**src/rtl/mult_nibble_seq_ctrl.sv**
```systemverilog
// Sequencing controller: builds a W x W unsigned product by stepping one shared external
// 4x4 multiplier over every nibble pair. Optional zero-operand bypass: MULT_NIBBLE_ZERO_SKIP_EN.
module mult_nibble_seq_ctrl #(
    parameter int W = 8
) (
    input  logic           clk,
    input  logic           rst_n,
    input  logic           in_valid,
    output logic           in_ready,
    input  logic [W-1:0]   in_a,
    input  logic [W-1:0]   in_b,
    output logic           out_valid,
    input  logic           out_ready,
    output logic [2*W-1:0] out_prod,
    output logic [3:0]     mul_a,
    output logic [3:0]     mul_b,
    input  logic [7:0]     mul_p,
    output logic           mul_en,
    output logic           busy
);

    localparam int NN = W / 4;
    localparam int IW = (NN > 1) ? $clog2(NN) : 1;
    localparam int NE = 2 ** IW;
    localparam int PW = 2 * W;
    localparam int SW = $clog2(PW);
    localparam logic [IW-1:0] LAST = IW'(NN - 1);

    typedef enum logic [1:0] {
        IDLE,
        RUN,
        DONE
    } state_t;

    state_t          r_state;
    state_t          w_state_next;
    logic [W-1:0]    r_a;
    logic [W-1:0]    r_b;
    logic [PW-1:0]   r_acc;
    logic [IW-1:0]   r_i;
    logic [IW-1:0]   r_j;

    logic [3:0]      w_a_nib [NE];
    logic [3:0]      w_b_nib [NE];
    logic            w_accept;
    logic            w_zero_op;
    logic            w_last;
    logic [IW:0]     w_pair_sum;
    logic [SW-1:0]   w_shamt;
    logic [PW-1:0]   w_term;

    // Nibble tables padded to a power of two so the index never selects past the operand.
    generate
        for (genvar gi = 0; gi < NE; gi++) begin : g_nib
            if (gi < NN) begin : g_real
                assign w_a_nib[gi] = r_a[4*gi +: 4];
                assign w_b_nib[gi] = r_b[4*gi +: 4];
            end else begin : g_pad
                assign w_a_nib[gi] = 4'h0;
                assign w_b_nib[gi] = 4'h0;
            end
        end
    endgenerate

    assign w_accept = in_valid && (r_state == IDLE);

`ifdef MULT_NIBBLE_ZERO_SKIP_EN
    assign w_zero_op = (in_a == '0) || (in_b == '0);
`else
    assign w_zero_op = 1'b0;
`endif

    assign w_last     = (r_i == LAST) && (r_j == LAST);
    assign w_pair_sum = {1'b0, r_i} + {1'b0, r_j};
    assign w_shamt    = SW'({w_pair_sum, 2'b00});
    assign w_term     = PW'(mul_p) << w_shamt;
    assign out_prod   = r_acc;

    always_ff @(posedge clk) begin
        if (!rst_n) begin
            r_state <= IDLE;
        end else begin
            r_state <= w_state_next;
        end
    end

    always_comb begin
        w_state_next = r_state;
        in_ready     = 1'b0;
        out_valid    = 1'b0;
        busy         = 1'b1;
        mul_en       = 1'b0;
        mul_a        = 4'h0;
        mul_b        = 4'h0;
        case (r_state)
            IDLE: begin
                in_ready = 1'b1;
                busy     = 1'b0;
                if (w_accept) begin
                    w_state_next = w_zero_op ? DONE : RUN;
                end
            end
            RUN: begin
                mul_en = 1'b1;
                mul_a  = w_a_nib[r_i];
                mul_b  = w_b_nib[r_j];
                if (w_last) begin
                    w_state_next = DONE;
                end
            end
            DONE: begin
                out_valid = 1'b1;
                if (out_ready) begin
                    w_state_next = IDLE;
                end
            end
            default: begin
                w_state_next = IDLE;
            end
        endcase
    end

    // Datapath: i is the outer (multiplicand) index, j the inner (multiplier) index.
    always_ff @(posedge clk) begin
        if (!rst_n) begin
            r_a   <= '0;
            r_b   <= '0;
            r_acc <= '0;
            r_i   <= '0;
            r_j   <= '0;
        end else begin
            case (r_state)
                IDLE: begin
                    if (w_accept) begin
                        r_a   <= in_a;
                        r_b   <= in_b;
                        r_acc <= '0;
                        r_i   <= '0;
                        r_j   <= '0;
                    end
                end
                RUN: begin
                    r_acc <= r_acc + w_term;
                    if (r_j == LAST) begin
                        r_j <= '0;
                        r_i <= r_i + 1'b1;
                    end else begin
                        r_j <= r_j + 1'b1;
                    end
                end
                default: begin
                end
            endcase
        end
    end

endmodule

```
**config.mk**
```make
export PLATFORM = sky130hd
export DESIGN_NAME = mult_nibble_seq_ctrl
export DESIGN_NICKNAME = d
export VERILOG_FILES = /design/src/rtl/mult_nibble_seq_ctrl.sv
export SDC_FILE = /design/constraint.sdc
export NUM_CORES = 1
export LEC_CHECK = 0
export CORE_ASPECT_RATIO = 1.5
export CORE_UTILIZATION = 32
export DETAILED_ROUTE_END_ITERATION = 7
export PLACE_DENSITY = 0.51
export SYNTH_ARGS = -nofsm -noshare
export SYNTH_HDL_FRONTEND = slang
export SYNTH_SLANG_ARGS = --single-unit
```
**constraint.sdc**
```tcl
create_clock -name clk -period 3.7 [get_ports clk]
set_input_delay 0.74 -clock clk [delete_from_list [all_inputs] [get_ports clk]]
set_output_delay 0.74 -clock clk [all_outputs]
set_load 0.01 [all_outputs]
```
==> summary.txt <==
Critical path
  – Count of cell instances traversed by the critical path: 12
  – CP cell instances: ha_1, nor2_1, and2_1, ha_1, inv_1, fa_1, and2b_1, o211ai_2, a31oi_4, a41oi_1, xor2_1, o21ai_1
  – Slowest cell on crit path: sky130_fd_sc_hd__dfxtp_1
  – Category of the worst setup path capture point: register
  – Startpoint Class: register
  – Crit Path Class: reg2reg
  – Critical path's top delay family: adder cells
  – Most frequent cell on the critical path: sky130_fd_sc_hd__ha_1
  – Arrival time reported for the critical path endpoint: around 3.3 ns
  – Required time of the critical path: 3.92 ns
  – CP Max Fanout: 7
  – Max incr delay on CP: 0.53 ns
  – Register-to-Register Path Depth: 12
  – Number of buffer and inverter instances along the worst setup path: 1

STA
  – Worst clock skew: 0.006224 ns
  – Number of pins with negative max-slew slack in the final report: 0
  – Post-route worst setup slack: roughly 0.60 ns
  – Maximum clock rate: 0.3223 GHz
  – Normalized max-slew margin: 0.6070
  – Minimum clock period: 3.103 ns
  – Post-route fraction of the period consumed by the critical path: 0.8386
  – Number of hold violations in the final report: 0
  – Unrepaired setup endpoints after global routing: no
  – Slew at the pin closest to its max-slew limit: 0.5880 ns
  – Total negative slack for setup checks: 0 ns
  – Setup-failing EPs final: 0

Placement
  – Post-DP HPWL: around 4700 um
  – Routability-driven placement congestion ratio: around 0.83
  – Post-Place Setup Slack: between 0.5 and 0.6 ns
  – Cell area after placement: 2992 um^2
  – Total of buffers placed on input and output ports: 55
  – Cell Count Post-Placement: 431

Cells and area
  – Number of filler instances in the final layout: 774
  – Share of final-layout standard cells stronger than drive strength 1: 0.07080
  – Diodes inserted: 0
  – Footprint of the multi-input gates: 1535 um^2
  – Highest-count cells in the layout ignoring fill and taps: sky130_fd_sc_hd__nand2_1 (56), sky130_fd_sc_hd__clkdlybuf4s50_1 (55), sky130_fd_sc_hd__dfxtp_1 (36)
  – Count of nets after finishing: 383
  – Post-layout instance count excluding filler cells: 439
  – Most common cell after layout, fill and taps aside: sky130_fd_sc_hd__nand2_1
  – Sequential cell area: 720.7 um^2
  – Synthesis-to-finish area growth: 28.98%
  – Layout Cell Area excl Fill: 3079 um^2

CTS
  – Clock tree from TritonCTS: yes
  – Maximum number of buffers from clock root to sink: 2
  – Max H-tree Level: 2
  – CTS root buffer: sky130_fd_sc_hd__clkbuf_8
  – # resized after CTS: 0
  – Clock tree sinks: 36
  – Setup bufs post-CTS: 0
  – Clock network latency to the later pin of the worst-skew pair: 0.29 ns
  – CTS Hold Buffers Added: 0
  – Clock slew at the register clock pins of the worst setup and hold paths: 0.08 ns
  – Total CTS buffers: 5

Logic synthesis
  – Sequential-to-total area share from yosys stat: 0.3019
  – Number of warnings printed during yosys synthesis: 0
  – Number of enable-type register cells in the synthesized netlist: 0
  – Cell area after technology mapping: 2387 um^2
  – Synthesized net count: 334
  – Number of register bits inferred by synthesis: 36
  – Ys async rst share: 0
  – Leading register cell type out of synthesis: sky130_fd_sc_hd__dfxtp_1
  – Cell count after synthesis: 289
  – Post-synthesis average cell area: around 8.3 um^2
  – Number of distinct library cells after synthesis: 50

Pwr
  – Switching part of the total: 0.3102
  – Peak supply drop: 0.1400 mV
  – Part of the total power dissipated in sequential elements: 0.442
  – Total power: 0.9581 mW
  – Share of power burned in the clock network: 0.295
  – Pwr/cell area: 311.1 nW/um^2
  – Internal Pwr Total: between 0.6 and 0.7 mW
  – Leakage dissipation: 1.140 nW
  – Switching power total: ~0.30 mW
  – Combinational Power Share: 0.262

GRT
  – Number of antenna violations at the first check in global routing: 0
  – Global-route wire length before repair: 10120 um
  – Total Routing Usage GR: 0.1688
  – Maximum number of pins on one net before global-route repair: 31
  – Vias in the first global route: 2140
  – Total grt overflow: 0

Worst hold path
  – Min-delay worst type: reg2reg
  – Number of cells on the worst hold path: 2

Drt
  – Antenna Violating Nets Remaining: 0
  – Via count: 2164
  – Wire length reported by the detailed router: 6131 um
  – # DRC: 0
  – DRC violation total after the first TritonRoute iteration: 48
  – Post-DR wirelength/cell: 13.97 um
  – Detail-routed via count per cell: 4.929
  – Number of optimization iterations in the first detailed-route pass: 4

Floorplan
  – Top-Level Pins: 56
  – Initial standard-cell utilization of the core: 0.3303
  – Site row count: 38
  – Vertical die dimension: 107.8 um
  – Die outline width: 72.53 um
  – Area of the die: 7817 um^2
  – Core area: roughly 7200 um^2

Outcome
  – Run status: completed

Job
  – MaxCap Viol Count: 0
logic make-up (layout without fill, tap and decap cells):
family | after synthesis | in the layout | share of synthesized area
xor gates and xnor gates | 14 | 14 | 0.05136
buffers and inverters | 25 | 75 | 0.05503
AOI/OAI and AO/OA | 79 | 79 | 0.2516
and+or+nand+nor | 105 | 105 | 0.1934
muxes | 13 | 13 | 0.05451
adders and majority gates | 17 | 17 | 0.09224
DFF | 36 | 36 | 0.3019
layer usage:
metal	wire [um]	GRT usage
met4	123	0.06443
met3	161	0.02622
met1	2532	0.1833
met2	3313	0.3184
met5	0	0
power by group through the flow:
stage / Sequential, mW / Combinational (mW) / Clock, mW
after floorplan: 0.433 / 0.165 / 0
after global placement: 0.434 / 0.254 / 0
after detailed placement: 0.433 / 0.254 / 0
after CTS: 0.424 / 0.256 / 0.298
after global routing: 0.427 / 0.281 / 0.315
final: 0.424 / 0.251 / 0.283
flip-flops by register name, summed over array words and instances, names as in the netlist:
signal and cells:
r_a 8, r_b 8, r_j 1, out_prod 16
r_i 1, r_state 2
stage by stage:
step	hold slack (ns)	utilization
6_report	0.4613	0.4261
2_1_floorplan	0.4398	-
3_5_place_dp	0.4555	0.4140
5_1_grt	0.4922	0.4261
4_1_cts	0.4674	0.4261
3_3_place_gp	0.4500	0.4140
worst register-to-register path, cell delays in order (launching register included):
cell	delay [ns]
sky130_fd_sc_hd__dfxtp_1	0.53
sky130_fd_sc_hd__ha_1	0.41
sky130_fd_sc_hd__nor2_1	0.22
sky130_fd_sc_hd__and2_1	0.16
sky130_fd_sc_hd__ha_1	0.19
sky130_fd_sc_hd__inv_1	0.07
sky130_fd_sc_hd__fa_1	0.39
sky130_fd_sc_hd__and2b_1	0.24
sky130_fd_sc_hd__o211ai_2	0.12
sky130_fd_sc_hd__a31oi_4	0.27
sky130_fd_sc_hd__a41oi_1	0.17
sky130_fd_sc_hd__xor2_1	0.17
sky130_fd_sc_hd__o21ai_1	0.11
synth_stat cells, types with 2 or more instances:
cell                       number  area share
sky130_fd_sc_hd__a22oi_1        7       0.022
sky130_fd_sc_hd__a21boi_0      16       0.050
sky130_fd_sc_hd__clkbuf_1       7       0.011
sky130_fd_sc_hd__and2_1        11       0.029
sky130_fd_sc_hd__o21ai_0        9       0.019
sky130_fd_sc_hd__o21ai_1        7       0.015
sky130_fd_sc_hd__mux2i_1       13       0.055
sky130_fd_sc_hd__a21oi_1       10       0.021
sky130_fd_sc_hd__dfxtp_1       36        0.30
sky130_fd_sc_hd__nand2_1       56       0.088
sky130_fd_sc_hd__inv_1          7       0.011
sky130_fd_sc_hd__ha_1          16       0.084
sky130_fd_sc_hd__o31ai_2        2       0.010
sky130_fd_sc_hd__xor2_1         7       0.026
sky130_fd_sc_hd__a22o_1         4       0.015
sky130_fd_sc_hd__nor2b_1        9       0.024
sky130_fd_sc_hd__a21oi_2        2      0.0073
sky130_fd_sc_hd__buf_4          4       0.013
sky130_fd_sc_hd__nand4_1        2      0.0052
sky130_fd_sc_hd__nand3_1        2      0.0042
sky130_fd_sc_hd__a41oi_1        4       0.015
sky130_fd_sc_hd__nor2_1        22       0.035
sky130_fd_sc_hd__o211ai_2       2       0.010
sky130_fd_sc_hd__xnor2_1        7       0.026
sky130_fd_sc_hd__buf_2          2      0.0042
path summary, 6_finish.rpt:
| path | from | end | slack, ns |
|---|---|---|---|
| hold / removal | r_a[3]$_SDFFE_PN0P_ | r_a[3]$_SDFFE_PN0P_ | 0.46 |
| setup / recovery | r_i$_SDFFE_PN0P_ | out_prod[14]$_SDFFE_PN0P_ | 0.60 |
| hold reg to reg | r_a[3]$_SDFFE_PN0P_ | r_a[3]$_SDFFE_PN0P_ | 0.46 |
| setup reg to reg | r_i$_SDFFE_PN0P_ | out_prod[14]$_SDFFE_PN0P_ | 0.60 |
layout make-up:
type / count / area share
Clock buffer: 5 / 0.02235
Sequential cell: 36 / 0.2341
Tap cell: 100 / 0.04063
Multi-Input combinational cell: 228 / 0.4986
Clock inverter: 3 / 0.006095
Timing Repair Buffer: 59 / 0.1885
Inverter: 8 / 0.009752
Note: power is estimated with default switching activity, not from simulation.
